$ cat config.mk
export PLATFORM = sky130hd
export DESIGN_NAME = data_sram_axi_bridge
export DESIGN_NICKNAME = d
export VERILOG_FILES = /design/src/rtl/data_sram_axi_bridge_pkg.sv /design/src/rtl/data_sram_axi_bridge.sv
export SDC_FILE = /design/constraint.sdc
export NUM_CORES = 1
export LEC_CHECK = 0
export ABC_AREA = 0
export BUFFER_PORTS_ARGS = -buffer_cell sky130_fd_sc_hd__buf_2
export CORE_MARGIN = 3
export CORE_UTILIZATION = 40
export DETAILED_ROUTE_END_ITERATION = 6
export PLACE_DENSITY = 0.79
export SLEW_MARGIN = 20
export SYNTH_ARGS = -nofsm -noshare
export SYNTH_HDL_FRONTEND = slang
export SYNTH_SLANG_ARGS = --single-unit
$ cat constraint.sdc
create_clock -name clk -period 9.6 [get_ports clk]
set_input_delay 0.96 -clock clk [delete_from_list [all_inputs] [get_ports clk]]
set_output_delay 0.96 -clock clk [all_outputs]
set_load 0.02 [all_outputs]
$ cat src/rtl/data_sram_axi_bridge_pkg.sv
// Shared encodings for the data-side SRAM-to-AXI bridge: FSM states and the
// fixed AXI transfer attributes used for single-beat word accesses.
package data_sram_axi_bridge_pkg;

  typedef enum logic [2:0] {
    BR_IDLE,
    BR_AR,
    BR_R,
    BR_AWW,
    BR_B,
    BR_RESP
  } br_state_e;

  localparam logic [2:0] AXI_SIZE_4B    = 3'b010;
  localparam logic [1:0] AXI_BURST_INCR = 2'b01;
  localparam logic [1:0] AXI_RESP_OKAY  = 2'b00;

endpackage

$ cat src/rtl/data_sram_axi_bridge.sv
// Data-memory request responder: one outstanding request, turned into a
// single-beat AXI4 read or write, answered with a one-cycle data_ok pulse.
module data_sram_axi_bridge
  import data_sram_axi_bridge_pkg::*;
#(
  parameter logic [3:0] AXI_ID = 4'd1
) (
  input  logic        clk,
  input  logic        rst,
  input  logic        data_sram_en,
  input  logic [3:0]  data_sram_we,
  input  logic [31:0] data_sram_addr,
  input  logic [31:0] data_sram_wdata,
  input  logic        cancel,
  output logic        data_sram_addr_ok,
  output logic        data_sram_data_ok,
  output logic [31:0] data_sram_rdata,
  output logic        bus_err,
  output logic [3:0]  arid,
  output logic [31:0] araddr,
  output logic [7:0]  arlen,
  output logic [2:0]  arsize,
  output logic [1:0]  arburst,
  output logic        arvalid,
  input  logic        arready,
  input  logic [31:0] rdata,
  input  logic [1:0]  rresp,
  input  logic        rlast,
  input  logic        rvalid,
  output logic        rready,
  output logic [3:0]  awid,
  output logic [31:0] awaddr,
  output logic [7:0]  awlen,
  output logic [2:0]  awsize,
  output logic [1:0]  awburst,
  output logic        awvalid,
  input  logic        awready,
  output logic [31:0] wdata,
  output logic [3:0]  wstrb,
  output logic        wlast,
  output logic        wvalid,
  input  logic        wready,
  input  logic [1:0]  bresp,
  input  logic        bvalid,
  output logic        bready
);

  br_state_e state;
  logic      cancelled;
  logic      aw_done, w_done;
  logic      aw_hs, w_hs, kill;
  logic      unused_ok;

  assign arid    = AXI_ID;
  assign awid    = AXI_ID;
  assign arlen   = 8'd0;
  assign awlen   = 8'd0;
  assign arsize  = AXI_SIZE_4B;
  assign awsize  = AXI_SIZE_4B;
  assign arburst = AXI_BURST_INCR;
  assign awburst = AXI_BURST_INCR;
  assign wlast   = 1'b1;

  // Single-beat reads: the last flag carries no extra information.
  assign unused_ok = rlast;

  assign data_sram_addr_ok = (state == BR_IDLE);
  assign aw_hs = awvalid && awready;
  assign w_hs  = wvalid && wready;
  // A flush seen on the completing beat must also suppress the response.
  assign kill  = cancelled || cancel;

  always_ff @(posedge clk or posedge rst) begin
    if (rst) begin
      state             <= BR_IDLE;
      cancelled         <= 1'b0;
      aw_done           <= 1'b0;
      w_done            <= 1'b0;
      arvalid           <= 1'b0;
      rready            <= 1'b0;
      awvalid           <= 1'b0;
      wvalid            <= 1'b0;
      bready            <= 1'b0;
      araddr            <= '0;
      awaddr            <= '0;
      wdata             <= '0;
      wstrb             <= '0;
      data_sram_rdata   <= '0;
      data_sram_data_ok <= 1'b0;
      bus_err           <= 1'b0;
    end else begin
      data_sram_data_ok <= 1'b0;
      bus_err           <= 1'b0;
      if (state != BR_IDLE && cancel) cancelled <= 1'b1;

      case (state)
        BR_IDLE: if (data_sram_en) begin
          cancelled <= 1'b0;
          wdata     <= data_sram_wdata;
          wstrb     <= data_sram_we;
          if (data_sram_we == 4'b0) begin
            araddr  <= {data_sram_addr[31:2], 2'b00};
            arvalid <= 1'b1;
            state   <= BR_AR;
          end else begin
            awaddr  <= data_sram_addr;
            awvalid <= 1'b1;
            wvalid  <= 1'b1;
            aw_done <= 1'b0;
            w_done  <= 1'b0;
            state   <= BR_AWW;
          end
        end
        BR_AR: if (arready) begin
          arvalid <= 1'b0;
          rready  <= 1'b1;
          state   <= BR_R;
        end
        BR_R: if (rvalid) begin
          rready <= 1'b0;
          if (!kill) begin
            data_sram_rdata   <= rdata;
            data_sram_data_ok <= 1'b1;
            bus_err           <= (rresp != AXI_RESP_OKAY);
          end
          state <= BR_RESP;
        end
        BR_AWW: begin
          if (aw_hs) begin
            awvalid <= 1'b0;
            aw_done <= 1'b1;
          end
          if (w_hs) begin
            wvalid <= 1'b0;
            w_done <= 1'b1;
          end
          if ((aw_done || aw_hs) && (w_done || w_hs)) begin
            bready <= 1'b1;
            state  <= BR_B;
          end
        end
        BR_B: if (bvalid) begin
          bready <= 1'b0;
          if (!kill) begin
            data_sram_data_ok <= 1'b1;
            bus_err           <= (bresp != AXI_RESP_OKAY);
          end
          state <= BR_RESP;
        end
        BR_RESP: state <= BR_IDLE;
        default: state <= BR_IDLE;
      endcase
    end
  end

endmodule

==> results of run 1 <==
==> cell type report <==
cell class              count  area (um^2)
inverters                   4         20.0
flip-flops and latches    143         3580
multi-input cells         221         2040
fillers                  1167         6450
clock buffers              25          495
well taps                 180          225
clock inverters             5         56.3
repair buffers            254         1280
==> logic make-up after synthesis <==
kind of cell    share of synthesized area [%]
compound gates                           2.48
buf+inv                                  7.01
flops                                    60.7
mux                                      26.5
other cells                             0.127
simple gates                             3.14
==> metrics by stage <==
stage               worst slack, ns  hold WS (ns)  area, um^2  util (%)
CTS                            7.02         0.492        7700      54.4
detailed placement             6.75         0.479        7150      50.5
global route                   6.95         0.511        7700      54.4
floorplan                      4.80         0.454        6020         -
finish                         7.03         0.487        7700      54.4
global placement               6.83         0.467        7150      50.5
==> cell usage after synthesis (all sizes together) (2+ instances only) <==
cell    instances
dfrtp         143
mux2          130
buf            48
a21oi          10
nor2           10
clkbuf          6
inv             4
a31oi           3
nand2           3
nand3b          3
or3             3
a21o            2
conb            2
nand2b          2
nor2b           2
o31ai           2
or4             2
==> flip-flops by register name, summed over array words and instances, names as in the netlist, 3 cells and up <==
register and cells:
wdata 32, awaddr 32, wstrb 4, data_sram_rdata 32, state 3, araddr 30
==> final timing paths <==
check,cells past startpoint,slack (ns),to,start
setup / recovery,3,7.03,data_sram_addr_ok,state[0]
setup reg to reg,4,7.21,data_sram_rdata[12],state[0]
hold reg to reg,2,0.49,cancelled,cancelled
hold / removal,2,0.49,cancelled,cancelled
max in group asynchronous,3,7.57,data_sram_rdata[10],rst
min in group asynchronous,2,0.63,awaddr[11],rst
==> worst reg2reg max path, stage by stage (launching register included) <==
cell and delay, ns:
dfrtp_1 0.53, or3_1 0.50, nor2_2 0.48, buf_4 0.39, mux2_2 0.39
==> per-layer routing <==
layer,up-vias,share of wire [%]
met2,178,53
met1,1947,37
met3,21,8.7
li1,1789,-
met5,-,0
met4,0,1.7
==> power groups by stage <==
stage	registers (mW)	logic [mW]	clock network, mW
after floorplan	1.38	0.455	0
after global placement	1.03	1.14	0
after detailed placement	1.05	1.17	0
after CTS	1.05	1.17	0.633
after global routing	1.09	1.23	0.658
final	1.05	1.15	0.617
==> impl_results.rst, run 1 <==
.. list-table::
   :header-rows: 1

   * - Metric
     - Value
   * - DR WL/cell
     - 16.0 um
   * - CP required
     - just under 9 ns
   * - Sequential power share
     - 37.2%
   * - Total Neg Setup Slack
     - 0 ns
   * - Hold Violations, Final
     - 0
   * - Internal Dissipation
     - 1.77 mW
   * - HPWL Detailed
     - between 9000 and 10000 um
   * - Number of synthesized flops with an enable pin
     - 0
   * - Crit-path cells
     - or3_1 -> inv_1 -> buf_2
   * - # IOs
     - 289
   * - Max_slew headroom
     - 37.2%
   * - Core Area
     - roughly 14000 um^2
   * - GRT met3 Usage
     - under 10%
   * - Power density of the placed cells
     - about 370 nW/um^2
   * - Max Freq
     - 388 MHz
   * - All-layer global routing usage
     - 16.5%
   * - Total Power Consumption
     - 2.82 mW
   * - Final-stage net count
     - 755
   * - Critical Path Fanout Max
     - 13
   * - Hold Crit Class
     - register to register
   * - Result of the run
     - complete, no violations
   * - Count of max-cap constraint violations
     - 0
   * - Portion of the post-synthesis area used by sequential elements
     - 60.7%
   * - Top cell family by delay on the critical path
     - flip-flops
   * - DR vias/cell
     - 4.73
   * - Routing usage on met2
     - slightly below 30%
   * - CTS tree
     - yes
   * - Share of cells above drive strength 1
     - a little under two thirds
   * - Ranking of synthesized cells by area
     - dfrtp_1 61%, mux2_2 20%, mux2_4 6.6%, buf_4 4.7%, a21oi_1 0.85%
   * - Top cell type by total area after synthesis
     - dfrtp_1
   * - Maximum number of pins on one net before global-route repair
     - 76
   * - Yosys warning total
     - 0
   * - Global route hottest layer
     - met2
   * - Initial antenna violation count
     - 0
   * - Non-filler cells, final
     - 832
   * - Critical path start-end classification
     - register to output port
   * - Starting utilization of the core area
     - between 40% and 50%
   * - Die outline area
     - ~16000 um^2
   * - CTS H-Tree Depth
     - 4
   * - Final clock period utilization by the worst path
     - 26.8%
   * - Count of instances resized after the clock tree is built
     - 0
   * - Critical Path Start Type
     - register
   * - Unrepaired setup endpoints after global routing
     - no
   * - Share of Yosys cell area claimed by the top area cell type
     - approximately three fifths
   * - Post-CTS setup buffers
     - 0
   * - Number of CTS-inserted buffers
     - 17
   * - Peak VDD IR
     - 193 uV
   * - Share of synthesized flip-flops with an asynchronous set or reset
     - 100%
   * - Worst clock skew on the final layout
     - 0.00651 ns
   * - Gr ovfl total
     - 0
   * - Detailed-router iteration count before antenna repair
     - 4
   * - Root Buffer
     - clkbuf_16
   * - Number of I/O port buffers
     - 250
   * - Placer's final routability congestion estimate
     - 0.767
   * - Worst path buffer plus inverter count
     - 2
   * - Signed area change from the synthesized netlist to the final layout
     - 30.6%
   * - Most frequent cells in the layout
     - 250 x buf_2, 143 x dfrtp_1, 103 x mux2_2
   * - Most common library cell in the layout ignoring fill and taps
     - buf_2
   * - Data arrival time of the critical path
     - ~1.6 ns
   * - Register bit total from synthesis
     - 143
   * - Critical Path End Type
     - output port
   * - Horizontal die dimension
     - between 100 and 150 um
   * - Logic gate share of total power
     - about two fifths
   * - Final-report setup violation count
     - 0
   * - Cell Count Post-Placement
     - 802
   * - Wire length of the first global-routing pass
     - 21100 um
   * - Die span in y
     - roughly 130 um
   * - Net Sw Frac
     - 37.1%
   * - Transition time of the tightest slew-check pin
     - 0.941 ns
   * - CTS clk-pin slew, worst paths
     - 0.06 ns
   * - Most frequently used flop master after synthesis
     - dfrtp_1
   * - Synthesized cell area
     - 5890 um^2
   * - Slowest-stage cell, CP
     - dfrtp_1
   * - Final critical-path required period
     - 2.57 ns
   * - Starting DRC count in detailed routing
     - around 120
   * - CTS Sinks
     - approximately 140
   * - Worst-case clock buffer depth
     - 2
   * - Distinct cell type count of the synthesized netlist
     - 36
   * - Maximum single-stage delay on the critical path
     - roughly 0.53 ns
   * - Number of placement rows
     - 43
   * - Static power due to leakage
     - roughly 4 nW
   * - Post-synthesis area per instance
     - 15.2 um^2
   * - Net switching component of the power
     - 1.05 mW
   * - Post-route DRC
     - 0
   * - Clock Power Share
     - 21.9%
   * - Source-to-sink clock delay at the later pin of the worst-skew pair
     - approximately 0.41 ns
   * - Total vias in the final route
     - 3935
   * - Met1 demand-to-capacity share in global routing
     - 18.1%
   * - Hold-fix buffers at CTS
     - 0
   * - Number of nets still failing antenna checks after routing
     - 0
   * - Pins Over Slew Limit
     - 0
   * - Vias in the first global route
     - 4178
   * - Routed wire length
     - 13300 um
   * - Synthesized instance count
     - 387
   * - N_diodes
     - 0
Power figures use the tool's default switching activity.
==> inputs of run 2 (changes only) <==
--- a/config.mk
+++ b/config.mk
@@ -5,7 +5,7 @@
 export SDC_FILE = /design/constraint.sdc
 export NUM_CORES = 1
 export LEC_CHECK = 0
-export ABC_AREA = 0
+export ABC_AREA = 1
 export BUFFER_PORTS_ARGS = -buffer_cell sky130_fd_sc_hd__buf_2
 export CORE_MARGIN = 3
 export CORE_UTILIZATION = 40
==> constraint.sdc (replaced) <==
create_clock -name clk -period 2.5 [get_ports clk]
set_input_delay 0.25 -clock clk [delete_from_list [all_inputs] [get_ports clk]]
set_output_delay 0.25 -clock clk [all_outputs]
set_load 0.02 [all_outputs]
==> impl_results.rst, run 2 <==
.. list-table::
   :header-rows: 1

   * - Metric
     - Value
   * - XOR/XNOR Fraction of Synth Area
     - 0% (unchanged)
   * - Hold Crit Class
     - input pin to register
   * - Post-synthesis area per instance
     - 8.66 um^2 (-43%)
   * - Critical path start-end classification
     - register to register
   * - Synthesized cell area
     - 5990 um^2 (+1.6%)
   * - Data arrival time of the critical path
     - 1.99 ns (+0.38 ns)
   * - Sequential power share
     - 36.2% (-1.0 points)
   * - Logic gate share of total power
     - 39.4% (-1.5 points)
   * - N_diodes
     - 0 (unchanged)
   * - Ranking of synthesized cells by instance count
     - 389 x nand2_1, 143 x dfrtp_1, 43 x buf_4, 42 x nand3_1, 15 x inv_1
   * - All-layer global routing usage
     - 18.4% (+2.0 points)
   * - Source-to-sink clock delay at the later pin of the worst-skew pair
     - 0.41 ns (about the same)
   * - Signed area change from the synthesized netlist to the final layout
     - 31.7%
   * - Result of the run
     - complete, no violations
   * - HPWL Detailed
     - 11100 um (+12%)
   * - Die outline area
     - 16500 um^2 (+1.5%)
   * - Final-layout worst hold slack
     - 0.0387 ns (-0.449 ns)
   * - Share of the synthesized area in compound gates (AO/OA/AOI/OAI)
     - 1.13% (-1.4 points)
   * - Slowest-stage cell, CP
     - dfrtp_1
   * - Number of nets still failing antenna checks after routing
     - 0 (unchanged)
   * - Most frequent cells in the layout
     - 389 x nand2_1, 250 x buf_2, 143 x dfrtp_1
   * - DR WL/cell
     - 13.4 um (-16%)
   * - Die span in y
     - 128 um (+0.77%)
   * - Maximum single-stage delay on the critical path
     - 0.51 ns (-0.02 ns)
   * - Number of I/O port buffers
     - 250 (unchanged)
   * - Minimum setup slack after placement
     - 0.807 ns (-5.94 ns)
   * - Maximum number of pins on one net before global-route repair
     - 62 (-18%)
   * - Yosys warning total
     - 0 (unchanged)
   * - Transition time of the tightest slew-check pin
     - 0.640 ns (-0.301 ns)
   * - Simple-gate portion of the synthesized area
     - 29.9% (+27 points)
   * - Most frequently used flop master after synthesis
     - dfrtp_1
   * - Uppermost layer routed
     - met4
   * - Net Sw Frac
     - 41.1% (+4.0 points)
   * - Total Neg Setup Slack
     - 0 ns (unchanged)
   * - Clock Power Share
     - 24.4% (+2.5 points)
   * - Critical Path Fanout Max
     - 34 (+21)
   * - Ranking of synthesized cells by area
     - dfrtp_1 60%, nand2_1 24%, buf_4 5.4%, nand3_1 3.5%, buf_6 1.1%
   * - Top cell type by total area after synthesis
     - dfrtp_1
   * - Vias in the first global route
     - 4879 (+17%)
   * - CP required
     - 2.85 ns (-5.79 ns)
   * - Synth Area in Adders
     - 0% (unchanged)
   * - Distinct cell type count of the synthesized netlist
     - 24 (-33%)
   * - Met3 layer wire length in the routed design
     - 1180 um (+1.8%)
   * - Power density of the placed cells
     - 1370 nW/um^2 (+280%)
   * - Total vias in the final route
     - 5109 (+30%)
   * - Net switching component of the power
     - 4.46 mW (+330%)
   * - Gr ovfl total
     - 0 (unchanged)
   * - Number of CTS-inserted buffers
     - 17 (unchanged)
   * - CTS tree
     - yes
   * - Horizontal die dimension
     - 128 um (+0.77%)
   * - Critical Path End Type
     - register
   * - Placer's final routability congestion estimate
     - 0.760 (-0.83%)
   * - Starting DRC count in detailed routing
     - 194 (+66%)
   * - Portion of the post-synthesis area used by sequential elements
     - 59.8% (-0.96 points)
   * - Register bit total from synthesis
     - 143 (unchanged)
   * - Worst clock skew on the final layout
     - 0.0128 ns (+0.00625 ns)
   * - Starting utilization of the core area
     - 41.0% (-0.60 points)
   * - Hold Violations, Final
     - 0 (unchanged)
   * - Synthesized instance count
     - 691 (+79%)
   * - Unrepaired setup endpoints after global routing
     - no
   * - Final-report setup violation count
     - 0 (unchanged)
   * - DR vias/cell
     - 4.49 (-5.2%)
   * - Max Freq
     - 608 MHz
   * - Max_slew headroom
     - 57.2% (+20 points)
   * - Peak VDD IR
     - 704 uV (+270%)
   * - Static power due to leakage
     - 4.77 nW (+18%)
   * - Critical Path Start Type
     - register
   * - Wire length on met1
     - 6370 um (+31%)
   * - Share of cells above drive strength 1
     - 32.0% (-31 points)
   * - Core Area
     - 14600 um^2 (+3.1%)
   * - Most common library cell in the layout ignoring fill and taps
     - nand2_1
   * - CTS H-Tree Depth
     - 4 (unchanged)
   * - Number of synthesized flops with an enable pin
     - 0 (unchanged)
   * - Wire length of the first global-routing pass
     - 24000 um (+14%)
   * - Final clock period utilization by the worst path
     - approximately 66%
   * - Final-stage net count
     - 1056 (+40%)
   * - Wire length on met2
     - 7520 um (+7.0%)
   * - Detailed-router iteration count before antenna repair
     - 4 (unchanged)
   * - Final critical-path required period
     - 1.64 ns
   * - Internal Dissipation
     - 6.38 mW (+260%)
   * - Post-route DRC
     - 0 (unchanged)
   * - CTS Sinks
     - 143 (unchanged)
   * - Largest registers
     - awaddr x32, data_sram_rdata x32, wdata x32
   * - Root Buffer
     - clkbuf_16
   * - Number of placement rows
     - 44 (+2.3%)
   * - Routed wire length
     - 15300 um (+15%)
   * - Share of Yosys cell area claimed by the top area cell type
     - 59.8% (-0.96 points)
   * - Share of synthesized flip-flops with an asynchronous set or reset
     - 100% (unchanged)
   * - # IOs
     - 289 (unchanged)
   * - Final critical-path setup slack
     - 0.856 ns (-6.17 ns)
   * - Mux contribution to synthesized area
     - 0% (-27 points)
   * - CTS clk-pin slew, worst paths
     - 0.06 ns (about the same)
   * - Crit-path cells
     - inv_2 -> nand2_1 -> inv_2 -> nand2_2 -> nor2_4 -> inv_2 -> nand2_1 -> nand2_1
   * - Pins Over Slew Limit
     - 0 (unchanged)
   * - Most frequently used cell type in the post-synthesis netlist
     - nand2_1
   * - Count of max-cap constraint violations
     - 0 (unchanged)
   * - Worst-case clock buffer depth
     - 2 (unchanged)
   * - Largest family of logic cells by synthesized area
     - simple AND/OR/NAND/NOR gates
   * - Initial antenna violation count
     - 0 (unchanged)
-- run 2: cell count changes after synthesis, sizes merged, moves of 3 or more --
cell   delta
o21ai     +5
buf      +12
inv      +15
nand2   +388
a31oi     -3
a21oi     -8
nand3    +42
or3       -3
mux2    -130
-- run 2: power by group through the flow --
stage | Sequential, mW | Clock [mW] | Combinational (mW)
finish | 3.92 | 2.64 | 4.28
global route | 4.05 | 2.82 | 4.73
CTS | 3.92 | 2.71 | 4.36
detailed placement | 3.93 | 0 | 4.37
global placement | 3.91 | 0 | 4.25
floorplan | 5.16 | 0 | 1.59
-- run 2: worst paths after layout --
kind                                startpoint          to  slack (ns)  cells past startpoint
setup / recovery                      state[0]   awaddr[5]        0.86                      8
hold / removal             data_sram_wdata[24]   wdata[24]        0.04                      3
setup reg to reg                      state[0]   awaddr[5]        0.86                      8
hold reg to reg                     araddr[18]  araddr[18]        0.46                      2
max in group asynchronous                  rst     bus_err        1.42                      4
min in group asynchronous                  rst   araddr[2]        0.40                      3
-- run 2: routing by layer --
metal,GRT usage (%),vias up
met4,5.68,0
met3,5.27,16
met1,23.0,2354
met5,0,-
met2,31.1,200
li1,-,2539
-- run 2: metrics by stage --
step	std cells	utilization (%)	cell area, um^2	power (mW)
global route	1139	54.1	7890	11.6
finish	1139	54.1	7890	10.8
floorplan	726	-	6120	6.75
detailed placement	1106	49.7	7260	8.30
CTS	1139	54.1	7890	11.0
global placement	1106	49.7	7260	8.16
-- run 2: final cells by class --
cell class                 instances  area (um^2)
tap                              184          230
timing repair buffer             263         1380
clock buffer                      19          433
sequential                       143         3580
inverter                          20         78.8
multi-input combinational        497         2000
clock inverter                    13          189
fill                            1381         6700
-- run 2: cells by family after synthesis --
group | count (synthesis)
flops | 143
other cells | 2
compound gates | 11
buf+inv | 86
simple gates | 449
-- run 2: worst max-delay path: cells and delay by family, from the launching register on --
kind                   cells  cell delay [ns]
flip-flops                 1             0.51
buffers and inverters      3             0.63
AND/OR/NAND/NOR            5             0.44
-- run 2: repair_timing --
| action | CTS | global route |
|---|---|---|
| hold buffers | 1 | 0 |
| buffers inserted | 0 | 0 |
| hold endpoints to repair | 16 | 0 |
| gates resized for setup | 0 | 0 |
